==> src/rtl/tp_sequencer.sv <==
// tp_sequencer: one-hot T01..T(NUM_TP) timepulse ring with phase strobe, run/stop and MCT counting.
// Define TP_SEQ_STEP_EN to add the monitor single-step handshake (step_req/step_ack).
module tp_sequencer #(
  parameter int NUM_TP     = 12,
  parameter int CYC_PER_TP = 4,
  parameter int MCT_WIDTH  = 16
) (
  input  logic                 clk,
  input  logic                 rst,
  input  logic                 run,
  input  logic                 step_req,
  output logic                 step_ack,
  output logic [NUM_TP-1:0]    tp,
  output logic                 phase,
  output logic                 mct_done,
  output logic [MCT_WIDTH-1:0] mct_count,
  output logic                 stopped
);
  localparam int CW = $clog2(CYC_PER_TP);
  localparam int IW = $clog2(NUM_TP);
  localparam logic [CW-1:0] CYC_LAST = CW'(CYC_PER_TP - 1);
  localparam logic [CW-1:0] CYC_HALF = CW'(CYC_PER_TP / 2);
  localparam logic [IW-1:0] TP_LAST  = IW'(NUM_TP - 1);
`ifdef TP_SEQ_STEP_EN
  typedef enum logic [2:0] {IDLE, RUN, STOP_PEND, STEP, ACK} state_t;
`else
  typedef enum logic [1:0] {IDLE, RUN, STOP_PEND} state_t;
  logic unused_step_req;
  assign unused_step_req = step_req;
`endif
  state_t state, state_n;
  logic [CW-1:0] cyc, cyc_n;
  logic [IW-1:0] idx, idx_n;
  logic seq, seq_n, mct_end, done_n, ack_n;
`ifdef TP_SEQ_STEP_EN
  assign seq   = state == RUN || state == STOP_PEND || state == STEP;
  assign seq_n = state_n == RUN || state_n == STOP_PEND || state_n == STEP;
  assign ack_n = state_n == ACK;
`else
  assign seq   = state == RUN || state == STOP_PEND;
  assign seq_n = state_n == RUN || state_n == STOP_PEND;
  assign ack_n = 1'b0;
`endif
  assign mct_end = seq && cyc == CYC_LAST && idx == TP_LAST;
  always_comb begin
    state_n = state;
    case (state)
`ifdef TP_SEQ_STEP_EN
      IDLE:           state_n = run ? RUN : step_req ? STEP : IDLE;
      STEP:           state_n = mct_end ? (run ? RUN : ACK) : STEP;
      ACK:            state_n = step_req ? ACK : IDLE;
`else
      IDLE:           state_n = run ? RUN : IDLE;
`endif
      RUN, STOP_PEND: state_n = run ? RUN : mct_end ? IDLE : STOP_PEND;
      default:        state_n = IDLE;
    endcase
  end
  // counters hold the position that will be shown after the next edge; a fresh MCT starts at T01 cycle 0
  assign cyc_n  = (seq && seq_n && cyc != CYC_LAST) ? cyc + 1'b1 : '0;
  assign idx_n  = !(seq && seq_n) ? '0 : cyc != CYC_LAST ? idx : idx == TP_LAST ? '0 : idx + 1'b1;
  assign done_n = seq_n && cyc_n == CYC_LAST && idx_n == TP_LAST;
  always_ff @(posedge clk) begin
    if (!rst) begin
      state     <= IDLE;
      cyc       <= '0;
      idx       <= '0;
      tp        <= '0;
      phase     <= 1'b0;
      mct_done  <= 1'b0;
      mct_count <= '0;
      step_ack  <= 1'b0;
      stopped   <= 1'b1;
    end else begin
      state     <= state_n;
      cyc       <= cyc_n;
      idx       <= idx_n;
      tp        <= seq_n ? NUM_TP'(1) << idx_n : '0;
      phase     <= seq_n && cyc_n >= CYC_HALF;
      mct_done  <= done_n;
      mct_count <= mct_count + MCT_WIDTH'(done_n);
      step_ack  <= ack_n;
      stopped   <= !seq_n;
    end
  end
endmodule

==> config.mk <==
export PLATFORM = sky130hd
export DESIGN_NAME = tp_sequencer
export DESIGN_NICKNAME = d
export VERILOG_FILES = /design/src/rtl/tp_sequencer.sv
export SDC_FILE = /design/constraint.sdc
export NUM_CORES = 1
export LEC_CHECK = 0
export CORE_AREA = 2 2 64 96
export DETAILED_ROUTE_END_ITERATION = 8
export DIE_AREA = 0 0 66 98
export GPL_TIMING_DRIVEN = 1
export HOLD_SLACK_MARGIN = 0.08
export REMOVE_ABC_BUFFERS = 1
export SLEW_MARGIN = 20
export SYNTH_ARGS = -nofsm -noshare
export SYNTH_HDL_FRONTEND = slang
export SYNTH_SLANG_ARGS = --single-unit
==> constraint.sdc <==
create_clock -name clk -period 7.2 [get_ports clk]
set_clock_uncertainty 0.15 [all_clocks]
set_input_delay 1.08 -clock clk [delete_from_list [all_inputs] [get_ports clk]]
set_output_delay 1.08 -clock clk [all_outputs]
set_load 0.01 [all_outputs]
==> flow_summary_export.csv, run 1 <==
group,metric,value,unit
clocking,cts.reportedPaths.clkPinSlew,0.08,ns
synth,asr_flop_ratio_synth,0,%
synth,yosys_warnings,0,
synth,ys.flop_type,"sky130_fd_sc_hd__dfxtp_1",
clocking,cts_repair_resize_count,0,
synth,synth_xor_area_share,6.44,%
sta,grt_setup_unrepaired,"no",
global_route,grt_overflow,0,
global_route,number_of_global_route_vias_before_repair,1252,
critical_path,timing.critical_path.arrival,3.27,ns
global_route,grt_first_pass_wirelength,5400,um
global_route,antenna_found_initial,0,
sta,worstMarginPinSlew,0.591,ns
layout,design.final.nets,216,
critical_path,setup.worst_path.class,"reg -> reg",
synth,proportion_of_synthesized_chip_area_in_sequential_cells,47.8,%
detailed_routing,detail_route.wirelength,3300,um
layout,fillerInstances,615,
clocking,cts_tree,"yes",
sta,finalCritPeriodShare,44.3,%
pwr,worst_ir_drop_vdd,0.0000809,V
synth,synth-seq-cells,39,
pwr,leakage,0.000744,uW
clocking,clock_buffers_created_by_tritoncts,5,
synth,compound_gate_fraction_of_synth_area,4.98,%
sta,maximum_clock_rate,314,MHz
sta,relative_slew_slack,59.5,%
synth,synth_area,1630,um2
floorplanning,cell_rows,34,
detailed_routing,post_drt_wl_per_cell,11.9,um
global_route,grt_max_degree,21,
floorplanning,floorplan.die.width,66,um
synth,postSynthCellCount,173,
sta,finalWorstSetupSlack,4.01,ns
global_route,grtUsageTotal,10.7,%
detailed_routing,detailroute.via_count,1296,
sta,final_hold_viol_count,0,
synth,basic_gate_share_of_the_synthesized_area_counting_and_or_nand_and_nor_cells,30.4,%
synth,avgSynthCellArea,9.44,um2
layout,antenna_cells,0,
flow_run,drv_cap,0,
placed_design,dp_worst_setup_slack,3.91,ns
layout,final_cell_area,2100,um2
sta,timing.setup.tns,0,ns
clocking,cts_hold_repair_buffers,0,
clocking,postCtsSetupRepairBufs,0,
floorplanning,die_h,98,um
placed_design,place_congestion,0.752,
detailed_routing,drtIter0Drc,69,
floorplanning,core_region_area,5700,um2
floorplanning,boundaryPins,36,
pwr,power.density_cell_area,184,nW/um2
detailed_routing,drtAntennaViolNets,0,
sta,final-setup-viol-count,0,
clocking,insertion_delay,0.30,ns
sta,finalMaxSlewViolations,0,
critical_path,cp_data_required_time,7.29,ns
sta,timing.final.crit_period,3.19,ns
synth,netlist-cell-type-count,36,
synth,synth_enable_flop_cells,0,
pwr,design_power_total,385,uW
outcome,outcome,"finished, final reports clean",
synth,synth_top_family_by_area,"simple AND/OR/NAND/NOR gates",
clocking,clock_tree_root_driver_cell,"sky130_fd_sc_hd__clkbuf_8",
floorplanning,die_area,6470,um2
placed_design,total_cell_area_at_the_placement_stage,2010,um2
min_path,min_delay_worst_type,"reg -> reg",
floorplanning,initial_core_util,28.6,%
clocking,cts.htree.levels,2,
layout,mostFrequentLayoutCells,"sky130_fd_sc_hd__dfxtp_1 (39), sky130_fd_sc_hd__clkdlybuf4s50_1 (33), sky130_fd_sc_hd__nor2_1 (16), sky130_fd_sc_hd__and2_1 (16)",
critical_path,critical_path.startpoint_type,"register",
layout,layout_commonest_cell,"sky130_fd_sc_hd__dfxtp_1",
clocking,clock-sinks,39,
synth,muxShareOfSynthArea,1.23,%
detailed_routing,detail_route.drc_violations,0,
detailed_routing,via_per_inst,4.66,
layout,layout-area-overhead-vs-synth,28.6,%
clocking,clock_tree.buffer_depth,2,
placed_design,portBuffers,33,
synth,yosys.area_share.adder,5.36,%
critical_path,critPathCaptureType,"register",
placed_design,total_half_perimeter_wirelength_after_legalization_and_detailed_placement,2540,um
critical_path,worstPathMaxFanout,11,
layout,final_layout_size_suffix_gt1_share,5.34,%
detailed_routing,count_of_tritonroute_iterations_in_the_first_routing_pass,4,
power by group:
group / total (uW) / internal (uW) / switching, uW
registers: 219 / 218 / 0.902
clock network: 151 / 69.2 / 81.6
logic: 15.9 / 6.31 / 9.56
metal layers:
metal | GRT usage, % | up-vias | wire (um)
met1 | 10.1 | 598 | 1280
li1 | - | 665 | -
met3 | 2.88 | 6 | 135
met2 | 21.0 | 27 | 1820
met5 | 0 | - | 0
met4 | 4.24 | 0 | 59
sequential cells by signal, summed over array words and instances, names as in the netlist:
register and cells:
phase 1, mct_done 1, mct_count 16, idx 4
tp 12, cyc 2, state 2, stopped 1
worst max-delay path: stages, from the launching register on:
cell                       delay (ns)
sky130_fd_sc_hd__dfxtp_1         0.36
sky130_fd_sc_hd__ha_1            0.41
sky130_fd_sc_hd__nand2_1         0.12
sky130_fd_sc_hd__mux2i_1         0.40
sky130_fd_sc_hd__nand3_1         0.24
sky130_fd_sc_hd__nor3_1          0.26
sky130_fd_sc_hd__ha_1            0.22
sky130_fd_sc_hd__and2_1          0.28
sky130_fd_sc_hd__nand3_1         0.14
sky130_fd_sc_hd__or4_1           0.41
sky130_fd_sc_hd__a21boi_1        0.14
Yosys cell counts, types with 2 or more instances:
| cell type | instances | area share [%] |
|---|---|---|
| sky130_fd_sc_hd__inv_1 | 3 | 0.69 |
| sky130_fd_sc_hd__o211ai_1 | 2 | 0.92 |
| sky130_fd_sc_hd__dfxtp_1 | 39 | 48 |
| sky130_fd_sc_hd__nor4b_1 | 2 | 1.1 |
| sky130_fd_sc_hd__ha_1 | 7 | 5.4 |
| sky130_fd_sc_hd__nand3_1 | 9 | 2.8 |
| sky130_fd_sc_hd__nor4_1 | 3 | 1.1 |
| sky130_fd_sc_hd__nand4b_1 | 3 | 1.6 |
| sky130_fd_sc_hd__nor3_1 | 9 | 2.8 |
| sky130_fd_sc_hd__mux2i_1 | 2 | 1.2 |
| sky130_fd_sc_hd__nor2_1 | 16 | 3.7 |
| sky130_fd_sc_hd__and2_1 | 16 | 6.1 |
| sky130_fd_sc_hd__nand3b_1 | 3 | 1.4 |
| sky130_fd_sc_hd__buf_4 | 2 | 0.92 |
| sky130_fd_sc_hd__clkbuf_1 | 4 | 0.92 |
| sky130_fd_sc_hd__nand2_1 | 10 | 2.3 |
| sky130_fd_sc_hd__nand2b_1 | 2 | 0.77 |
| sky130_fd_sc_hd__xor2_1 | 2 | 1.1 |
| sky130_fd_sc_hd__nor3b_1 | 2 | 0.92 |
| sky130_fd_sc_hd__xnor2_1 | 10 | 5.4 |
| sky130_fd_sc_hd__nand4_1 | 6 | 2.3 |
| sky130_fd_sc_hd__o21ai_0 | 4 | 1.2 |
| sky130_fd_sc_hd__and4b_1 | 2 | 1.2 |
| sky130_fd_sc_hd__a21oi_1 | 3 | 0.92 |
kinds of logic (layout without fill, tap and decap cells):
group / count (synthesis) / in the layout
mux: 2 / 2
buf+inv: 11 / 44
simple gates: 88 / 88
other cells: 1 / 1
compound gates: 13 / 13
xor+xnor: 12 / 12
fa+ha+maj: 7 / 7
flops: 39 / 39
final timing paths:
kind,startpoint,end,slack [ns],cells past startpoint
worst min register to register,cyc[0],cyc[0],0.32,1
worst max register to register,cyc[0],mct_count[15],4.01,10
worst max-delay path,cyc[0],mct_count[15],4.01,10
worst min-delay path,cyc[0],cyc[0],0.32,1
layout make-up:
type | count | area (um2) | area share [%]
clock buffer | 5 | 68.8 | 3.28
clock inverter | 3 | 23.8 | 1.13
inverter | 3 | 11.3 | 0.536
multi-input combinational | 123 | 795 | 37.8
sequential | 39 | 781 | 37.2
tap | 72 | 90.1 | 4.29
timing repair buffer | 33 | 330 | 15.7
metrics by stage:
step,util (%),hold slack [ns],instances
2_1_floorplan,-,0.283,165
3_3_place_gp,35.2,0.293,270
3_5_place_dp,35.2,0.309,270
4_1_cts,36.8,0.322,278
5_1_grt,36.8,0.361,278
6_report,36.8,0.320,278
No activity file was read; power rests on OpenSTA's default activity.
==> inputs of run 2 (changes only) <==
==> constraint.sdc (replaced) <==
create_clock -name clk -period 3.2 [get_ports clk]
set_clock_uncertainty 0.15 [all_clocks]
set_input_delay 0.48 -clock clk [delete_from_list [all_inputs] [get_ports clk]]
set_output_delay 0.48 -clock clk [all_outputs]
set_load 0.01 [all_outputs]
==> run 2 against run 1 <==
Die area is the same; clock power grew to 3.2 times the previous value; sequential power rose by 120%; total power rose to 2.6 times the previous value; largest cell class unchanged.
==> flow_summary_export.csv, run 2 (synthesis results as in run 1) <==
group,metric,value,unit
critical_path,critical_path.startpoint_type,"register",
pwr,power.density_cell_area,465,nW/um2
global_route,grtUsageTotal,10.9,%
floorplanning,initial_core_util,28.6,%
detailed_routing,drtIter0Drc,81,
layout,max_flop_register,"mct_count",
clocking,clock_tree_root_driver_cell,"sky130_fd_sc_hd__clkbuf_8",
layout,top_flop_regs,"mct_count x16, tp x12, idx x4",
global_route,grt_most_used_layer,"met2",
floorplanning,die_h,98,um
detailed_routing,count_of_tritonroute_iterations_in_the_first_routing_pass,2,
layout,total_area_of_multi_input_combinational_cells,795,um2
layout,antenna_cells,0,
layout,final_cell_area,2180,um2
sta,grt_setup_unrepaired,"no",
critical_path,critPathCaptureType,"register",
global_route,grt_use_met1,11.2,%
layout,mostFrequentLayoutCells,"sky130_fd_sc_hd__dfxtp_1 (39), sky130_fd_sc_hd__clkdlybuf4s50_1 (33), sky130_fd_sc_hd__nor2_1 (16), sky130_fd_sc_hd__and2_1 (16)",
global_route,grt_max_degree,19,
critical_path,cp_data_required_time,3.28,ns
detailed_routing,detail_route.drc_violations,0,
detailed_routing,via_per_inst,4.68,
critical_path,setup.worst_path.class,"reg -> reg",
sta,timing.setup.tns,0,ns
critical_path,worstPathMaxFanout,7,
layout,largest_register_ffs,16,
layout,layout_commonest_cell,"sky130_fd_sc_hd__dfxtp_1",
pwr,leakage,0.000798,uW
placed_design,portBuffers,33,
detailed_routing,post_drt_wl_per_cell,12.0,um
detailed_routing,detailroute.via_count,1330,
sta,relative_slew_slack,66.3,%
layout,fillerInstances,597,
clocking,cts.htree.levels,2,
layout,sequential_cell_area,781,um2
floorplanning,die_area,6470,um2
detailed_routing,detail_route.wirelength,3400,um
clocking,cts_hold_repair_buffers,0,
flow_run,drv_cap,0,
layout,layout-area-overhead-vs-synth,33.8,%
floorplanning,cell_rows,34,
layout,final_layout_size_suffix_gt1_share,7.55,%
floorplanning,core_region_area,5700,um2
pwr,worst_ir_drop_vdd,0.000161,V
global_route,grt_overflow,0,
global_route,grt_use_met2,20.1,%
sta,finalMaxSlewViolations,0,
floorplanning,boundaryPins,36,
clocking,cts_tree,"yes",
sta,final_hold_viol_count,0,
sta,maximum_clock_rate,353,MHz
clocking,insertion_delay,0.29,ns
placed_design,place_congestion,0.768,
clocking,clock_buffers_created_by_tritoncts,5,
global_route,antenna_found_initial,0,
sta,timing.final.crit_period,2.83,ns
placed_design,total_cell_area_at_the_placement_stage,2050,um2
outcome,outcome,"finished, final reports clean",
layout,design.final.nets,222,
global_route,number_of_global_route_vias_before_repair,1265,
clocking,cts_repair_resize_count,0,
layout,layout.cells.non_filler,284,
global_route,grt_first_pass_wirelength,5530,um
critical_path,timing.critical_path.arrival,2.91,ns
clocking,clock-sinks,39,
floorplanning,floorplan.die.width,66,um
placed_design,total_half_perimeter_wirelength_after_legalization_and_detailed_placement,2670,um
clocking,clock_tree.buffer_depth,2,
sta,finalCritPeriodShare,88.5,%
sta,worstMarginPinSlew,0.499,ns
detailed_routing,drtAntennaViolNets,0,
clocking,cts.reportedPaths.clkPinSlew,0.08,ns
global_route,met3_usage,2.42,%
sta,final-setup-viol-count,0,
clocking,postCtsSetupRepairBufs,0,
min_path,min_delay_worst_type,"reg -> reg",
placed_design,placed_cells_incl_taps,276,
## run 2: final timing paths
kind,from,to,slack (ns),depth (start not counted)
worst max-delay path,cyc[0],mct_count[15],0.37,10
worst min-delay path,cyc[0],cyc[0],0.31,1
worst max register to register,cyc[0],mct_count[15],0.37,10
worst min register to register,cyc[0],cyc[0],0.31,1
## run 2: layout make-up
class	count	area share, %
clock buffer	6	3.32
clock inverter	2	2.75
inverter	3	0.515
multi-input combinational	123	36.4
sequential	39	35.7
tap	72	4.12
timing repair buffer	39	17.2
## run 2: layer usage
| metal | vias up | wire length [um] |
|---|---|---|
| met5 | - | 0 |
| met4 | 0 | 77 |
| met3 | 9 | 152 |
| met2 | 29 | 1840 |
| met1 | 620 | 1330 |
| li1 | 672 | - |
## run 2: report_power, final
part	switching, uW	internal (uW)	total, uW
logic	21.7	15.1	36.8
registers	2.06	490	492
clock network	174	312	486
total	198	817	1010
## run 2: critical path: stages, from the launching register on
cell and delay (ns):
sky130_fd_sc_hd__dfxtp_1 0.36, sky130_fd_sc_hd__ha_1 0.31, sky130_fd_sc_hd__and4b_1 0.24, sky130_fd_sc_hd__o21ai_0 0.13, sky130_fd_sc_hd__and2_1 0.25, sky130_fd_sc_hd__nor3_1 0.20, sky130_fd_sc_hd__ha_1 0.22, sky130_fd_sc_hd__and2_1 0.24
sky130_fd_sc_hd__nand3_1 0.12, sky130_fd_sc_hd__or4_1 0.41, sky130_fd_sc_hd__a21boi_1 0.15
## run 2: stage by stage
step	worst slack (ns)	hold slack, ns	power [uW]	utilization, %
after floorplan	0.499	0.283	523	-
after global placement	0.423	0.300	541	36.0
after detailed placement	0.375	0.306	542	36.0
after CTS	0.360	0.318	1030	38.3
after global routing	0.0851	0.350	1050	38.3
final	0.368	0.313	1010	38.3
==> inputs of run 3 (changes only) <==
--- a/config.mk
+++ b/config.mk
@@ -10,6 +10,7 @@
 export DIE_AREA = 0 0 66 98
 export GPL_TIMING_DRIVEN = 1
 export HOLD_SLACK_MARGIN = 0.08
+export PLACE_DENSITY = 0.52
 export REMOVE_ABC_BUFFERS = 1
 export SLEW_MARGIN = 20
 export SYNTH_ARGS = -nofsm -noshare
==> run 3 against run 2 <==
Die area unchanged; global-route usage increased by 0.31 points; count of clock-buffer cells in the layout decreased by 1; routed wire length increased by 2.7%; sequential power about the same; worst hold slack improved by 0.014 ns; largest cell class unchanged; highest routed layer unchanged.
==> flow_summary_export.csv, run 3 (synthesis results as in run 1) <==
group,metric,value,unit
outcome,outcome,"finished, final reports clean",
placed_design,place_congestion,0.785,
detailed_routing,count_of_tritonroute_iterations_in_the_first_routing_pass,4,
layout,final_layout_size_suffix_gt1_share,8.06,%
floorplanning,initial_core_util,28.6,%
detailed_routing,route.met2.wl,1840,um
pwr,leakage,0.000768,uW
placed_design,placed_cells_incl_taps,275,
global_route,grt_overflow,0,
detailed_routing,post_drt_wl_per_cell,12.3,um
critical_path,critical_path.startpoint_type,"register",
global_route,antenna_found_initial,0,
critical_path,critical-path-top-cell-by-count,"sky130_fd_sc_hd__ha_1",
critical_path,worstPathCellList,"ha_2 > and4b_1 > nor2_1 > nand3_1 > nor3_1 > ha_1 > ha_1 > nand2_1 > nor4_1 > o21ai_0",
critical_path,critPathCaptureType,"register",
detailed_routing,drtAntennaViolNets,0,
global_route,grtUsageTotal,11.2,%
critical_path,critical-path-slowest-cell,"sky130_fd_sc_hd__nor4_1",
sta,grt_setup_unrepaired,"no",
detailed_routing,met3RoutedLength,193,um
critical_path,worst_path_top_cell_family_by_delay,"simple AND/OR/NAND/NOR gates",
detailed_routing,routedLengthMet1,1390,um
global_route,grt_max_degree,19,
critical_path,reg2reg_slack,0.32,ns
layout,largest_register_ffs,16,
layout,top_flop_regs,"mct_count x16, tp x12, idx x4",
detailed_routing,detailroute.via_count,1334,
floorplanning,die_area,6470,um2
detailed_routing,drtIter0Drc,82,
global_route,number_of_global_route_vias_before_repair,1265,
clocking,clock_buffers_created_by_tritoncts,5,
sta,relative_slew_slack,66.5,%
clocking,cts_hold_repair_buffers,0,
critical_path,worstPathMaxFanout,11,
global_route,grt_first_pass_wirelength,5580,um
detailed_routing,detail_route.wirelength,3490,um
layout,layout_commonest_cell,"sky130_fd_sc_hd__dfxtp_1",
placed_design,portBuffers,33,
clocking,cts_tree,"yes",
min_path,min_delay_worst_type,"reg -> reg",
detailed_routing,via_per_inst,4.71,
floorplanning,die_h,98,um
sta,finalCritPeriodShare,90.0,%
floorplanning,boundaryPins,36,
clocking,clock-sinks,39,
layout,antenna_cells,0,
pwr,worst_ir_drop_vdd,0.000179,V
floorplanning,core_region_area,5700,um2
pwr,power.density_cell_area,403,nW/um2
layout,layout.cells.non_filler,283,
layout,fillerInstances,608,
floorplanning,cell_rows,34,
sta,finalMaxSlewViolations,0,
layout,layout-area-overhead-vs-synth,31.1,%
critical_path,critical_path.n_buffers_inverters,0,
floorplanning,floorplan.die.width,66,um
placed_design,dp_worst_setup_slack,0.185,ns
detailed_routing,detail_route.drc_violations,0,
clocking,insertion_delay,0.29,ns
sta,final_hold_viol_count,0,
detailed_routing,maxUsedRoutingLayer,"met4",
layout,design.final.nets,221,
sta,finalWorstSetupSlack,0.321,ns
critical_path,cp_data_required_time,3.21,ns
sta,worstMarginPinSlew,0.496,ns
sta,timing.setup.tns,0,ns
clocking,cts.reportedPaths.clkPinSlew,0.07,ns
clocking,clock_tree.buffer_depth,2,
critical_path,setup.worst_path.class,"reg -> reg",
critical_path,timing.critical_path.arrival,2.89,ns
sta,final-setup-viol-count,0,
clocking,cts.htree.levels,2,
layout,mostFrequentLayoutCells,"sky130_fd_sc_hd__dfxtp_1 (39), sky130_fd_sc_hd__clkdlybuf4s50_1 (33), sky130_fd_sc_hd__nor2_1 (16), sky130_fd_sc_hd__and2_1 (16)",
clocking,cts_repair_resize_count,0,
sta,maximum_clock_rate,347,MHz
layout,max_flop_register,"mct_count",
clocking,postCtsSetupRepairBufs,0,
sta,timing.final.crit_period,2.88,ns
critical_path,timing.critical_path.slowest_cell_delay,0.36,ns
flow_run,drv_cap,0,
placed_design,total_half_perimeter_wirelength_after_legalization_and_detailed_placement,2660,um
clocking,clock_tree_root_driver_cell,"sky130_fd_sc_hd__clkbuf_8",
-- run 3: stage by stage --
stage / instance area (um2) / utilization (%) / hold slack, ns / power (uW)
6_report: 2140 / 37.6 / 0.327 / 863
2_1_floorplan: 1590 / - / 0.283 / 523
3_3_place_gp: 2040 / 35.9 / 0.294 / 541
5_1_grt: 2140 / 37.6 / 0.332 / 905
3_5_place_dp: 2040 / 35.9 / 0.299 / 541
4_1_cts: 2140 / 37.5 / 0.318 / 882
-- run 3: final timing paths --
| check | startpoint | endpoint | depth (start not counted) |
|---|---|---|---|
| setup / recovery | cyc[0] | mct_count[14] | 10 |
| hold reg to reg | cyc[0] | cyc[0] | 1 |
| setup reg to reg | cyc[0] | mct_count[14] | 10 |
| hold / removal | cyc[0] | cyc[0] | 1 |
-- run 3: metal layers --
metal,up-vias,global-route usage [%]
met5,-,0
met4,0,4.71
met3,6,3.46
met2,38,20.4
met1,617,11.6
li1,673,-
-- run 3: report_power, final --
group	internal, uW	switching [uW]
clock	156	178
sequential	490	2.19
combinational	15.1	21.9
total	661	202
-- run 3: final cells by class --
| type | instances | area [um2] | area share [%] |
|---|---|---|---|
| inverters | 3 | 11.3 | 0.526 |
| clock buffers | 5 | 68.8 | 3.21 |
| clock inverters | 3 | 25.0 | 1.17 |
| flip-flops and latches | 39 | 781 | 36.5 |
| multi-input cells | 123 | 797 | 37.2 |
| well taps | 72 | 90.1 | 4.21 |
| repair buffers | 38 | 368 | 17.2 |
